--- src/rtl/framer_pkg.sv ---
`default_nettype none
// ============================================================================
// Module   : framer_pkg
// Brief    : Shared types and constants for the axis_framer stream framer.
// Revision : 1.0 - initial release
// ============================================================================
package framer_pkg;

    typedef enum logic [1:0] {
        IDLE    = 2'd0,
        HEADER  = 2'd1,
        PAYLOAD = 2'd2,
        TRAILER = 2'd3
    } state_t;

    localparam logic [31:0] DEFAULT_SYNC_WORD = 32'h1ACFFC1D;

    // Header layout: {zeros, seq[15:0], payload_len[15:0]}
    localparam int SEQ_LSB = 16;
    localparam int LEN_LSB = 0;

endpackage
`default_nettype wire

--- src/rtl/axis_out_reg.sv ---
`default_nettype none
// ============================================================================
// Module   : axis_out_reg
// Brief    : AXI-Stream output holding register; loads only when empty or
//            when the current word is being accepted downstream.
// Revision : 1.0 - initial release
// ============================================================================
module axis_out_reg #(
    parameter int WIDTH = 32
) (
    input  logic             clk,
    input  logic             rst_n,
    input  logic             i_load,
    input  logic             i_valid,
    input  logic [WIDTH-1:0] i_data,
    input  logic             i_last,
    input  logic             i_tready,
    output logic             o_tvalid,
    output logic [WIDTH-1:0] o_tdata,
    output logic             o_tlast,
    output logic             o_load_ok
);

    logic             r_tvalid;
    logic [WIDTH-1:0] r_tdata;
    logic             r_tlast;

    assign o_load_ok = !r_tvalid || i_tready;

    always_ff @(posedge clk or negedge rst_n) begin
        if (!rst_n) begin
            r_tvalid <= 1'b0;
            r_tdata  <= '0;
            r_tlast  <= 1'b0;
        end else if (i_load && o_load_ok) begin
            r_tvalid <= i_valid;
            r_tdata  <= i_data;
            r_tlast  <= i_last;
        end
    end

    assign o_tvalid = r_tvalid;
    assign o_tdata  = r_tdata;
    assign o_tlast  = r_tlast;

endmodule
`default_nettype wire

--- src/rtl/axis_framer.sv ---
`default_nettype none
// ============================================================================
// Module   : axis_framer
// Brief    : Wraps a payload stream into frames of SYNC, HEADER and
//            PAYLOAD_LEN words; optional checksum trailer under
//            AXIS_FRAMER_CHECKSUM_EN.
// Revision : 1.0 - initial release
// ============================================================================
module axis_framer
    import framer_pkg::*;
#(
    parameter int          WIDTH       = 32,
    parameter int          PAYLOAD_LEN = 8,
    parameter logic [31:0] SYNC_WORD   = DEFAULT_SYNC_WORD
) (
    input  logic             aclk,
    input  logic             aresetn,
    input  logic [WIDTH-1:0] s_axis_tdata,
    input  logic             s_axis_tvalid,
    output logic             s_axis_tready,
    output logic [WIDTH-1:0] m_axis_tdata,
    output logic             m_axis_tvalid,
    input  logic             m_axis_tready,
    output logic             m_axis_tlast,
    output logic [15:0]      frame_count
);

    localparam logic [15:0] c_LEN      = 16'(PAYLOAD_LEN);
    localparam logic [15:0] c_LAST_IDX = 16'(PAYLOAD_LEN - 1);

    state_t           r_state;
    state_t           w_state_next;
    logic [15:0]      r_word_cnt;
    logic [15:0]      r_seq;
    logic [15:0]      r_frame_count;
    logic             w_load_ok;
    logic             w_load;
    logic             w_ld_valid;
    logic             w_ld_last;
    logic [WIDTH-1:0] w_ld_data;
    logic [WIDTH-1:0] w_header;
    logic             w_in_hs;
    logic             w_last_word;
    logic             w_sync_load;
    logic             w_frame_done;

    assign s_axis_tready = (r_state == PAYLOAD) && w_load_ok;
    assign w_in_hs       = s_axis_tvalid && s_axis_tready;
    assign w_last_word   = (r_word_cnt == c_LAST_IDX);
    assign w_sync_load   = (r_state == IDLE) && s_axis_tvalid && w_load_ok;
    assign w_frame_done  = m_axis_tvalid && m_axis_tready && m_axis_tlast;

    always_comb begin
        w_header                  = '0;
        w_header[SEQ_LSB +: 16]   = r_seq;
        w_header[LEN_LSB +: 16]   = c_LEN;
    end

`ifdef AXIS_FRAMER_CHECKSUM_EN
    logic [WIDTH-1:0] r_csum;

    always_ff @(posedge aclk or negedge aresetn) begin
        if (!aresetn) begin
            r_csum <= '0;
        end else if (w_sync_load) begin
            r_csum <= '0;
        end else if (w_in_hs) begin
            r_csum <= r_csum + s_axis_tdata;
        end
    end
`endif

    always_comb begin
        w_state_next = r_state;
        w_load       = 1'b0;
        w_ld_valid   = 1'b0;
        w_ld_last    = 1'b0;
        w_ld_data    = '0;
        case (r_state)
            IDLE: begin
                // Loading with valid low drains the register when no payload is pending
                if (w_load_ok) begin
                    w_load = 1'b1;
                    if (s_axis_tvalid) begin
                        w_ld_valid   = 1'b1;
                        w_ld_data    = WIDTH'(SYNC_WORD);
                        w_state_next = HEADER;
                    end
                end
            end
            HEADER: begin
                if (w_load_ok) begin
                    w_load       = 1'b1;
                    w_ld_valid   = 1'b1;
                    w_ld_data    = w_header;
                    w_state_next = PAYLOAD;
                end
            end
            PAYLOAD: begin
                if (w_in_hs) begin
                    w_load     = 1'b1;
                    w_ld_valid = 1'b1;
                    w_ld_data  = s_axis_tdata;
                    if (w_last_word) begin
`ifdef AXIS_FRAMER_CHECKSUM_EN
                        w_state_next = TRAILER;
`else
                        w_ld_last    = 1'b1;
                        w_state_next = IDLE;
`endif
                    end
                end else if (m_axis_tready) begin
                    w_load = 1'b1;
                end
            end
`ifdef AXIS_FRAMER_CHECKSUM_EN
            TRAILER: begin
                if (w_load_ok) begin
                    w_load       = 1'b1;
                    w_ld_valid   = 1'b1;
                    w_ld_data    = r_csum;
                    w_ld_last    = 1'b1;
                    w_state_next = IDLE;
                end
            end
`endif
            default: w_state_next = IDLE;
        endcase
    end

    always_ff @(posedge aclk or negedge aresetn) begin
        if (!aresetn) begin
            r_state       <= IDLE;
            r_word_cnt    <= '0;
            r_seq         <= '0;
            r_frame_count <= '0;
        end else begin
            r_state <= w_state_next;
            if (w_sync_load) begin
                r_word_cnt <= '0;
            end else if (w_in_hs) begin
                r_word_cnt <= r_word_cnt + 16'd1;
            end
            // Counting on the tlast handshake lets the next header see the new seq
            if (w_frame_done) begin
                r_seq         <= r_seq + 16'd1;
                r_frame_count <= r_frame_count + 16'd1;
            end
        end
    end

    assign frame_count = r_frame_count;

    axis_out_reg #(
        .WIDTH (WIDTH)
    ) u_out_reg (
        .clk       (aclk),
        .rst_n     (aresetn),
        .i_load    (w_load),
        .i_valid   (w_ld_valid),
        .i_data    (w_ld_data),
        .i_last    (w_ld_last),
        .i_tready  (m_axis_tready),
        .o_tvalid  (m_axis_tvalid),
        .o_tdata   (m_axis_tdata),
        .o_tlast   (m_axis_tlast),
        .o_load_ok (w_load_ok)
    );

endmodule
`default_nettype wire

--- config.mk ---
export PLATFORM = sky130hd
export DESIGN_NAME = axis_framer
export DESIGN_NICKNAME = d
export VERILOG_FILES = /design/src/rtl/framer_pkg.sv /design/src/rtl/axis_out_reg.sv /design/src/rtl/axis_framer.sv
export SDC_FILE = /design/constraint.sdc
export NUM_CORES = 1
export LEC_CHECK = 0
export CORE_MARGIN = 1
export CORE_UTILIZATION = 54
export DETAILED_ROUTE_END_ITERATION = 12
export PLACE_DENSITY = 0.95
export SYNTH_ARGS = -nofsm -noshare
export SYNTH_HDL_FRONTEND = slang
export SYNTH_SLANG_ARGS = --single-unit
export TNS_END_PERCENT = 100
--- constraint.sdc ---
create_clock -name aclk -period 4.3 [get_ports aclk]
set_input_delay 0.645 -clock aclk [delete_from_list [all_inputs] [get_ports aclk]]
set_output_delay 0.645 -clock aclk [all_outputs]
set_load 0.02 [all_outputs]
==> qor.yml <==
dpl-instance-area_sq_um: 4750
synth.net_count: 405
critPathKind: "in2out"
grt_overflow: 0
drc: 0
insertion_delay_ns: 0.35
core_sq_um: 6830
root_buffer: "clkbuf_8"
combPwrFrac_pct: 33.9
final_nets: 483
drive_above_1_share_pct: 8.28
postSynthCellCount: 366
r2r-start: "u_out_reg.o_tvalid"
dr.first_iter.drc_count: 259
grt_max_degree: 85
tns_ns: 0
status: "completed"
port_buffers: 86
fp.dieW_microns: 86.5
drt_pass1_iterations: 4
io_pins: 87
ys_types: 40
cts_buffers: 9
swShare_pct: 34.4
critPathCaptureType: "output pin"
grt_pass1_wl_microns: 15000
ys.flop_type: "dfrtp_1"
cts_max_level: 3
hold_class: "in2async"
clock.fmax_mhz: 346
vias_per_cell: 5.78
fin_hold_ws_ns: 0.441
arrival_ns: 2.25
clockPowerShare_pct: 22.7
gp_congestion: 0.806
period_share_pct: 67.3
finalMaxSlewViolations: 0
via_count: 3141
synthArstFlopShare_pct: 100
hold_violations: 0
die_y_microns: 86.5
die_area_sq_um: 7480
ir_drop_mv: 0.398
seq_area_frac_synth_pct: 54.5
antenna_found_initial: 0
reg2regPathDepth: 5
yosysWarnings: 0
synth-edff-count: 0
rr_endpoint: "r_word_cnt[15]"
min_period_ns: 2.89
finalSetupViolCount: 0
cts_hold_buf: 0
cts_tree: "done"
startpoint_type: "input port"
cts_buffer_depth: 2
hpwl_microns: 6230
post_cts_buffers: 0
cts_sinks: 84
final_cell_mix: "clkdlybuf4s50_1 (85), dfrtp_1 (84), nand2_1 (46)"
ant_nets: 0
seqPwrFrac_pct: 43.4
drt_wl_total_microns: 8950
antenna_cells: 0
synth-seq-cells: 84
synth_area_per_cell_sq_um: 10.5
final_common_cell: "clkdlybuf4s50_1"
p_sw_w: 0.000838
crit_fanout: 7
skew_ns: 0.00918
start_util_pct: 56.4
row_count: 30
design_area_sq_um: 4940
worstMarginPinSlew_ns: 1.10
r2r_setup_slack_ns: 1.94
cp.required_ns: 3.65
syn_to_final_growth_pct: 28.1
p_leak_nw: 2.19
drv_cap: 0
slew_headroom_pct: 26.1
power_density_nw_per_um2: 492
rsz0062_at_grt: "no"
first_global_vias: 3162
synth_area_sq_um: 3860
internal_power_w: 0.00159
path_clk_slew_ns: 0.08
grt_use_total_pct: 26.1
cts-resized-gates: 0
avgRoutedWirePerCell_microns: 16.5
## final cells by class
cell class / instances / area, sq um
flip-flops and latches: 84 / 2100
fillers: 486 / 1890
multi-input cells: 245 / 1600
repair buffers: 88 / 873
clock buffers: 12 / 155
well taps: 96 / 120
inverters: 16 / 60.1
clock inverters: 2 / 35.0
## power by group through the flow
stage | clock [W] | sequential [W] | combinational (W)
after detailed placement | 0 | 0.00107 | 0.000829
after global placement | 0 | 0.00106 | 0.000799
after global routing | 0.000593 | 0.00107 | 0.000887
final | 0.000551 | 0.00106 | 0.000825
after CTS | 0.000560 | 0.00105 | 0.000833
after floorplan | 0 | 0.00117 | 0.000342
## critical path, cell delays in order
cell,delay [ns]
clkdlybuf4s50_1,0.59
and2b_1,0.27
nor2_1,0.13
clkdlybuf4s50_1,0.61
## stage by stage
| stage | std cells | utilization [%] | setup slack (ns) | total power (W) |
|---|---|---|---|---|
| floorplan | 366 | - | 2.44 | 0.00151 |
| global placement | 529 | 69.5 | 1.30 | 0.00186 |
| detailed placement | 529 | 69.5 | 1.20 | 0.00190 |
| CTS | 543 | 72.3 | 1.39 | 0.00245 |
| global route | 543 | 72.3 | 1.34 | 0.00255 |
| finish | 543 | 72.3 | 1.41 | 0.00243 |
## logic make-up after synthesis
logic type,count (synthesis),synth area share (%)
AO/OA/AOI/OAI,71,13.4
XOR/XNOR,32,7.27
adder cells (fa/ha/maj),3,0.973
AND/OR/NAND/NOR,137,18.9
multiplexers,2,0.584
buffers and inverters,37,4.35
flip-flops,84,54.5
## registers in the layout (all words and copies together), names as in the netlist
signal	flops
u_out_reg.o_tdata	32
frame_count	16
r_seq	16
r_word_cnt	16
r_state	2
u_out_reg.o_tlast	1
u_out_reg.o_tvalid	1
## Yosys cell counts, types with 2 or more instances
| master | count | area share [%] |
|---|---|---|
| clkbuf_1 | 12 | 1.2 |
| and3_1 | 5 | 0.81 |
| buf_2 | 5 | 0.65 |
| ha_1 | 3 | 0.97 |
| nand4_1 | 15 | 2.4 |
| o21ai_0 | 10 | 1.3 |
| a22o_1 | 9 | 2.0 |
| inv_1 | 16 | 1.6 |
| xor2_1 | 9 | 2.0 |
| nor4_1 | 8 | 1.3 |
| mux2_2 | 2 | 0.58 |
| or4_4 | 6 | 1.8 |
| a221o_1 | 9 | 2.3 |
| o31ai_1 | 10 | 1.9 |
| buf_6 | 2 | 0.58 |
| a21oi_1 | 13 | 1.7 |
| nand2b_1 | 3 | 0.49 |
| a22oi_1 | 7 | 1.4 |
| nand3_1 | 15 | 1.9 |
| dfrtp_1 | 84 | 55 |
| a21oi_2 | 6 | 1.4 |
| or4_1 | 4 | 0.78 |
| nand2_1 | 46 | 4.5 |
| nor3_1 | 6 | 0.78 |
| o21a_1 | 2 | 0.39 |
| a21o_1 | 2 | 0.39 |
| nor2_1 | 17 | 1.7 |
| buf_4 | 2 | 0.39 |
| nand3_2 | 3 | 0.78 |
| xnor2_1 | 23 | 5.2 |
| and2_1 | 3 | 0.49 |
## layer usage
metal / wire (microns) / part of all wire [%] / track usage (%)
met2: 4590 / 51 / 44.2
met1: 3630 / 41 / 32.5
met5: 0 / 0 / 0
met3: 673 / 7.5 / 8.19
met4: 62 / 0.69 / 6.82
## worst max-delay path by stage
stage | start | end | slack (ns) | cells after the start
4_1_cts | m_axis_tready | s_axis_tready | 1.39 | 4
2_1_floorplan | m_axis_tready | u_out_reg.o_tdata[19] | 2.44 | 6
3_5_place_dp | m_axis_tready | r_word_cnt[15] | 1.20 | 6
6_report | m_axis_tready | s_axis_tready | 1.41 | 4
5_1_grt | m_axis_tready | s_axis_tready | 1.34 | 4
3_3_place_gp | m_axis_tready | r_word_cnt[15] | 1.30 | 6
Note: power is estimated with default switching activity, not from simulation.
